--- src/rtl/sram_arbiter_pkg.sv ---
// Shared types for the two-master SRAM arbiter: FSM state encoding,
// master index type and the default access length.
package sram_arbiter_pkg;

  typedef enum logic [1:0] {
    IDLE,
    ACCESS,
    DONE
  } SramArbState_t;

  // 0 = instruction master, 1 = data master
  typedef logic master_idx_t;

  localparam int unsigned SRAM_ARB_WAIT_DEF = 2;

endpackage

--- src/rtl/sram_grant_sel.sv ---
// Combinational grant selection between the two SRAM masters.
module sram_grant_sel
  import sram_arbiter_pkg::*;
(
  input  logic [1:0]  req,
  input  master_idx_t ptr,
  output master_idx_t grant
);

  // On contention the master not granted last time wins; a pointer tied to 0
  // therefore degenerates into fixed m1-over-m0 priority.
  always_comb begin
    if (req[0] && req[1]) grant = ~ptr;
    else                  grant = req[1];
  end

endmodule

--- src/rtl/sram_arbiter.sv ---
// Two-master arbiter for an asynchronous SRAM with a fixed WAIT-cycle access.
// Define SRAM_ARB_RR_EN for round-robin arbitration instead of m1-first priority.
module sram_arbiter
  import sram_arbiter_pkg::*;
#(
  parameter int unsigned ADDR_W = 20,
  parameter int unsigned DATA_W = 32,
  parameter int unsigned WAIT   = SRAM_ARB_WAIT_DEF
) (
  input  logic                  clk,
  input  logic                  rst_n,
  input  logic                  m0_req,
  input  logic                  m0_we,
  input  logic [DATA_W/8-1:0]   m0_be,
  input  logic [ADDR_W-1:0]     m0_addr,
  input  logic [DATA_W-1:0]     m0_wdata,
  output logic [DATA_W-1:0]     m0_rdata,
  output logic                  m0_ack,
  input  logic                  m1_req,
  input  logic                  m1_we,
  input  logic [DATA_W/8-1:0]   m1_be,
  input  logic [ADDR_W-1:0]     m1_addr,
  input  logic [DATA_W-1:0]     m1_wdata,
  output logic [DATA_W-1:0]     m1_rdata,
  output logic                  m1_ack,
  output logic [ADDR_W-1:0]     sram_addr,
  output logic [DATA_W-1:0]     sram_dout,
  input  logic [DATA_W-1:0]     sram_din,
  output logic                  sram_oe,
  output logic                  sram_ce_n,
  output logic                  sram_oe_n,
  output logic                  sram_we_n,
  output logic [DATA_W/8-1:0]   sram_be_n
);

  localparam int unsigned BE_W  = DATA_W / 8;
  localparam int unsigned CNT_W = $clog2(WAIT + 1);

  if (WAIT < 1 || WAIT > 15) begin : g_wait_check
    $error("sram_arbiter: WAIT must lie in 1..15");
  end

  // Reset asserts asynchronously but releases through two flops.
  logic rst_sync_q1, rst_sync_q2;
  always_ff @(posedge clk or negedge rst_n) begin
    if (!rst_n) begin
      rst_sync_q1 <= 1'b0;
      rst_sync_q2 <= 1'b0;
    end else begin
      rst_sync_q1 <= 1'b1;
      rst_sync_q2 <= rst_sync_q1;
    end
  end

  SramArbState_t     state;
  master_idx_t       owner;
  master_idx_t       grant;
  master_idx_t       rr_ptr;
  logic              we_q;
  logic [CNT_W-1:0]  cnt;
  logic [1:0]        req_vec;
  logic              start;

  assign req_vec = {m1_req, m0_req};
  assign start   = (state == IDLE) && rst_sync_q2 && (|req_vec);

`ifdef SRAM_ARB_RR_EN
  always_ff @(posedge clk or negedge rst_n) begin
    if (!rst_n)     rr_ptr <= 1'b0;
    else if (start) rr_ptr <= grant;
  end
`else
  assign rr_ptr = 1'b0;
`endif

  sram_grant_sel u_grant_sel (
    .req   (req_vec),
    .ptr   (rr_ptr),
    .grant (grant)
  );

  logic              sel_we;
  logic [BE_W-1:0]   sel_be;
  logic [ADDR_W-1:0] sel_addr;
  logic [DATA_W-1:0] sel_wdata;

  always_comb begin
    sel_we    = m0_we;
    sel_be    = m0_be;
    sel_addr  = m0_addr;
    sel_wdata = m0_wdata;
    if (grant) begin
      sel_we    = m1_we;
      sel_be    = m1_be;
      sel_addr  = m1_addr;
      sel_wdata = m1_wdata;
    end
  end

  always_ff @(posedge clk or negedge rst_n) begin
    if (!rst_n) begin
      state     <= IDLE;
      owner     <= 1'b0;
      we_q      <= 1'b0;
      cnt       <= '0;
      sram_addr <= '0;
      sram_dout <= '0;
      sram_oe   <= 1'b0;
      sram_ce_n <= 1'b1;
      sram_oe_n <= 1'b1;
      sram_we_n <= 1'b1;
      sram_be_n <= '1;
      m0_ack    <= 1'b0;
      m1_ack    <= 1'b0;
      m0_rdata  <= '0;
      m1_rdata  <= '0;
    end else begin
      m0_ack <= 1'b0;
      m1_ack <= 1'b0;
      case (state)
        IDLE: begin
          if (start) begin
            owner     <= grant;
            we_q      <= sel_we;
            cnt       <= CNT_W'(WAIT - 1);
            sram_addr <= sel_addr;
            sram_dout <= sel_wdata;
            sram_be_n <= ~sel_be;
            sram_ce_n <= 1'b0;
            sram_oe_n <= sel_we;
            sram_we_n <= ~sel_we;
            sram_oe   <= sel_we;
            state     <= ACCESS;
          end
        end
        ACCESS: begin
          if (cnt == '0) begin
            if (!we_q) begin
              if (owner) m1_rdata <= sram_din;
              else       m0_rdata <= sram_din;
            end
            if (owner) m1_ack <= 1'b1;
            else       m0_ack <= 1'b1;
            sram_ce_n <= 1'b1;
            sram_oe_n <= 1'b1;
            sram_we_n <= 1'b1;
            sram_be_n <= '1;
            state     <= DONE;
          end else begin
            cnt <= cnt - 1'b1;
          end
        end
        DONE: begin
          // Write data stays driven through this cycle for SRAM hold time.
          sram_oe <= 1'b0;
          state   <= IDLE;
        end
        default: state <= IDLE;
      endcase
    end
  end

endmodule
--- config.mk ---
export PLATFORM = sky130hd
export DESIGN_NAME = sram_arbiter
export DESIGN_NICKNAME = d
export VERILOG_FILES = /design/src/rtl/sram_arbiter_pkg.sv /design/src/rtl/sram_grant_sel.sv /design/src/rtl/sram_arbiter.sv
export SDC_FILE = /design/constraint.sdc
export NUM_CORES = 1
export LEC_CHECK = 0
export BUFFER_PORTS_ARGS = -buffer_cell sky130_fd_sc_hd__buf_2
export CORE_ASPECT_RATIO = 0.8
export CORE_MARGIN = 4
export CORE_UTILIZATION = 40
export CTS_CLUSTER_SIZE = 24
export DETAILED_ROUTE_END_ITERATION = 8
export GPL_ROUTABILITY_DRIVEN = 0
export PLACE_DENSITY = 0.8
export SLEW_MARGIN = 20
export SYNTH_ARGS = -nofsm -noshare
export SYNTH_HDL_FRONTEND = slang
export SYNTH_HIERARCHICAL = 1
export SYNTH_SLANG_ARGS = --single-unit
--- constraint.sdc ---
create_clock -name clk -period 3.07 [get_ports clk]
set_clock_uncertainty 0.2 [all_clocks]
set_input_delay 0.1535 -clock clk [delete_from_list [all_inputs] [get_ports clk]]
set_output_delay 0.1535 -clock clk [all_outputs]
set_load 0.01 [all_outputs]
==> impl_metrics.json <==
{
  "max-vdd-ir-drop_v": 0.000545,
  "startpoint_type": "flop",
  "synth.largest_area_cell": "dfrtp_1",
  "wl_per_cell_microns": 17.1,
  "drcViolationCount": 0,
  "utilization_pct": 67.5,
  "row_count": 38,
  "grt_pass1_vias": 5418,
  "start_util_pct": 41.4,
  "area_growth_pct": 62.8,
  "antenna_left": 0,
  "maxSlewHeadroom_pct": 53.8,
  "status": "complete, no violations",
  "die_w_microns": 142,
  "r2r_end": "m0_rdata[13]",
  "drt_iter0_drc": 144,
  "clkSlewWorstSetupHoldPaths_ns": 0.06,
  "synthTopCellsByArea": "dfrtp_1 56%, mux2_2 34%, dfstp_2 3.2%",
  "yosysSeqAreaShare_pct": 58.8,
  "finalNetCount": 945,
  "r2r_cells": 6,
  "die_height_microns": 115,
  "post_drt_via_cell_ratio": 4.76,
  "fmax_ghz": 0.415,
  "finalWirelength_mm": 16.8,
  "insertion_delay_ns": 0.40,
  "r2r_slack_ns": 0.66,
  "grt_remaining_overflow": 0,
  "crit_fanout": 32,
  "power.leakage_nw": 4.39,
  "firstDrtPassIters": 4,
  "synth_area_sq_um": 5710,
  "critPathArrivalTime_ns": 2.49,
  "dieArea_sq_um": 16300,
  "clock-sinks": 134,
  "setup_viol": 0,
  "core_sq_um": 13800,
  "grt_usage_pct": 20.9,
  "clockBufferDepth": 2,
  "fin_crit_ns": 2.41,
  "io_buffers": 275,
  "cts_root_buffer": "clkbuf_16",
  "final_cell_mix": "274 x buf_2, 172 x mux2_2, 147 x dlygate4sd3_1, 127 x dfrtp_1, 17 x clkbuf_16",
  "grt_pass1_wl_mm": 27.0,
  "synth_ff_type": "dfrtp_1",
  "slew_violations": 0,
  "postSynthAreaPerCell_sq_um": 15.6,
  "rsz0062_at_grt": "false",
  "cap_violations": 0,
  "yosysWarningCount": 6,
  "antenna_found_initial": 0,
  "async_flop_share_pct": 100,
  "vias": 4697,
  "yosysUniqueCellTypes": 28,
  "power_density_nw_per_um2": 870,
  "synthesis.nets": 517,
  "crit_start": "cnt[0]",
  "yosys_register_bits": 134,
  "synth_edf_count": 0,
  "cts_tree": "yes",
  "setup_tns_ns": 0,
  "worstSetupPathType": "reg -> reg",
  "grt_max_degree": 60,
  "hpwl_mm": 10.2,
  "hp-class": "in -> reg",
  "syn_inst": 366,
  "report.final.hold_viol_count": 0,
  "worst_pin_slew_ns": 0.693,
  "cp.required_ns": 3.15,
  "end_kind": "flop",
  "layout_commonest_cell": "buf_2",
  "synth_top_area_share_pct": 55.6,
  "cts_max_level": 4,
  "fin_crit_sh_pct": 78.5,
  "io_pins": 276,
  "finalPower_mw": 8.09,
  "drive_gt1_share_pct": 61.5,
  "cp-endpoint": "m0_rdata[13]",
  "n_fill_cell": 950,
  "r2r_start": "cnt[0]",
  "cts_made_buffers": 17
}
==> timing repair <==
action	4_1_cts	5_1_grt
hold buffers	147	0
resized for setup	0	0
setup buffers	0	0
endpoints found under the hold margin	176	0
==> sequential cells by signal, indices dropped and copies added (netlist names) <==
signal	cells
sram_be_n	4
rst_sync_q1	1
sram_oe	1
sram_dout	32
state	2
sram_ce_n	1
m0_ack	1
cnt	2
m1_rdata	32
rst_sync_q2	1
sram_oe_n	1
sram_addr	20
sram_we_n	1
m1_ack	1
we_q	1
owner	1
m0_rdata	32
==> per-layer routing <==
metal	GRT usage [%]	up-vias	wire [microns]
li1	-	2160	-
met1	21.8	2319	6220
met2	39.6	188	8990
met3	7.03	30	1280
met4	6.97	0	357
met5	0	-	0
==> per-stage QoR <==
step | hold slack, ns | area (sq um) | cells | worst slack, ns
finish | 0.0423 | 9310 | 987 | 0.659
global route | 0.0437 | 9300 | 986 | 0.506
CTS | 0.0272 | 9300 | 986 | 0.638
detailed placement | 0.0385 | 7290 | 808 | 0.647
global placement | 0.0238 | 7290 | 808 | 0.772
floorplan | -0.342 | 5710 | 366 | 1.21
==> report_power, final <==
part           switching (mW)  total [mW]  internal [mW]
registers               0.483        3.17           2.68
logic                    1.42        3.08           1.66
clock network           0.750        1.84           1.09
total                    2.66        8.09           5.43
==> how the worst min path moves through the flow <==
stage / cells after the start / slack (ns) / to / from
final: 3 / 0.04 / state[0] / m1_req
after global routing: 3 / 0.04 / state[0] / m1_req
after CTS: 3 / 0.03 / state[0] / m1_req
after detailed placement: 1 / 0.04 / sram_dout[7] / rst_n
after global placement: 1 / 0.02 / sram_dout[9] / rst_n
after floorplan: 0 / -0.34 / cnt[0] / rst_n
==> cells in the mapped netlist, drive strengths merged (2+ instances only) <==
library cell  instances
dfrtp               127
nor2                  8
dfstp                 7
and2                  2
clkbuf                2
buf                  17
mux2i                 8
inv                   4
conb                  2
nand2                 2
mux2                174
==> logic make-up (layout without fill, tap and decap cells) <==
| logic type | Yosys count | after routing | share of synthesized area (%) |
|---|---|---|---|
| muxes | 182 | 182 | 35.7 |
| DFF | 134 | 134 | 58.8 |
| other | 2 | 3 | 0.131 |
| buffers and inverters | 23 | 463 | 2.36 |
| and+or+nand+nor | 17 | 17 | 1.75 |
| AOI/OAI and AO/OA | 7 | 7 | 1.01 |
| adders and majority gates | 1 | 1 | 0.219 |
==> cell type report <==
| class | count | area, sq um | area share (%) |
|---|---|---|---|
| Sequential cell | 134 | 3360 | 36.1 |
| Timing Repair Buffer | 428 | 2930 | 31.5 |
| Multi-Input combinational cell | 209 | 2220 | 23.9 |
| Clock buffer | 20 | 467 | 5.02 |
| Tap cell | 180 | 225 | 2.42 |
| Clock inverter | 11 | 76.3 | 0.820 |
| Inverter | 4 | 15.0 | 0.161 |
| Antenna cell | 1 | 2.50 | 0.0269 |
==> worst max-delay path: stages (launching register included) <==
cell and delay, ns:
dfrtp_1 0.35, inv_1 0.09, ha_1 0.16, and3b_1 0.41
nor3b_4 0.25, buf_4 0.42, mux2_2 0.40
No activity file was read; power rests on OpenSTA's default activity.
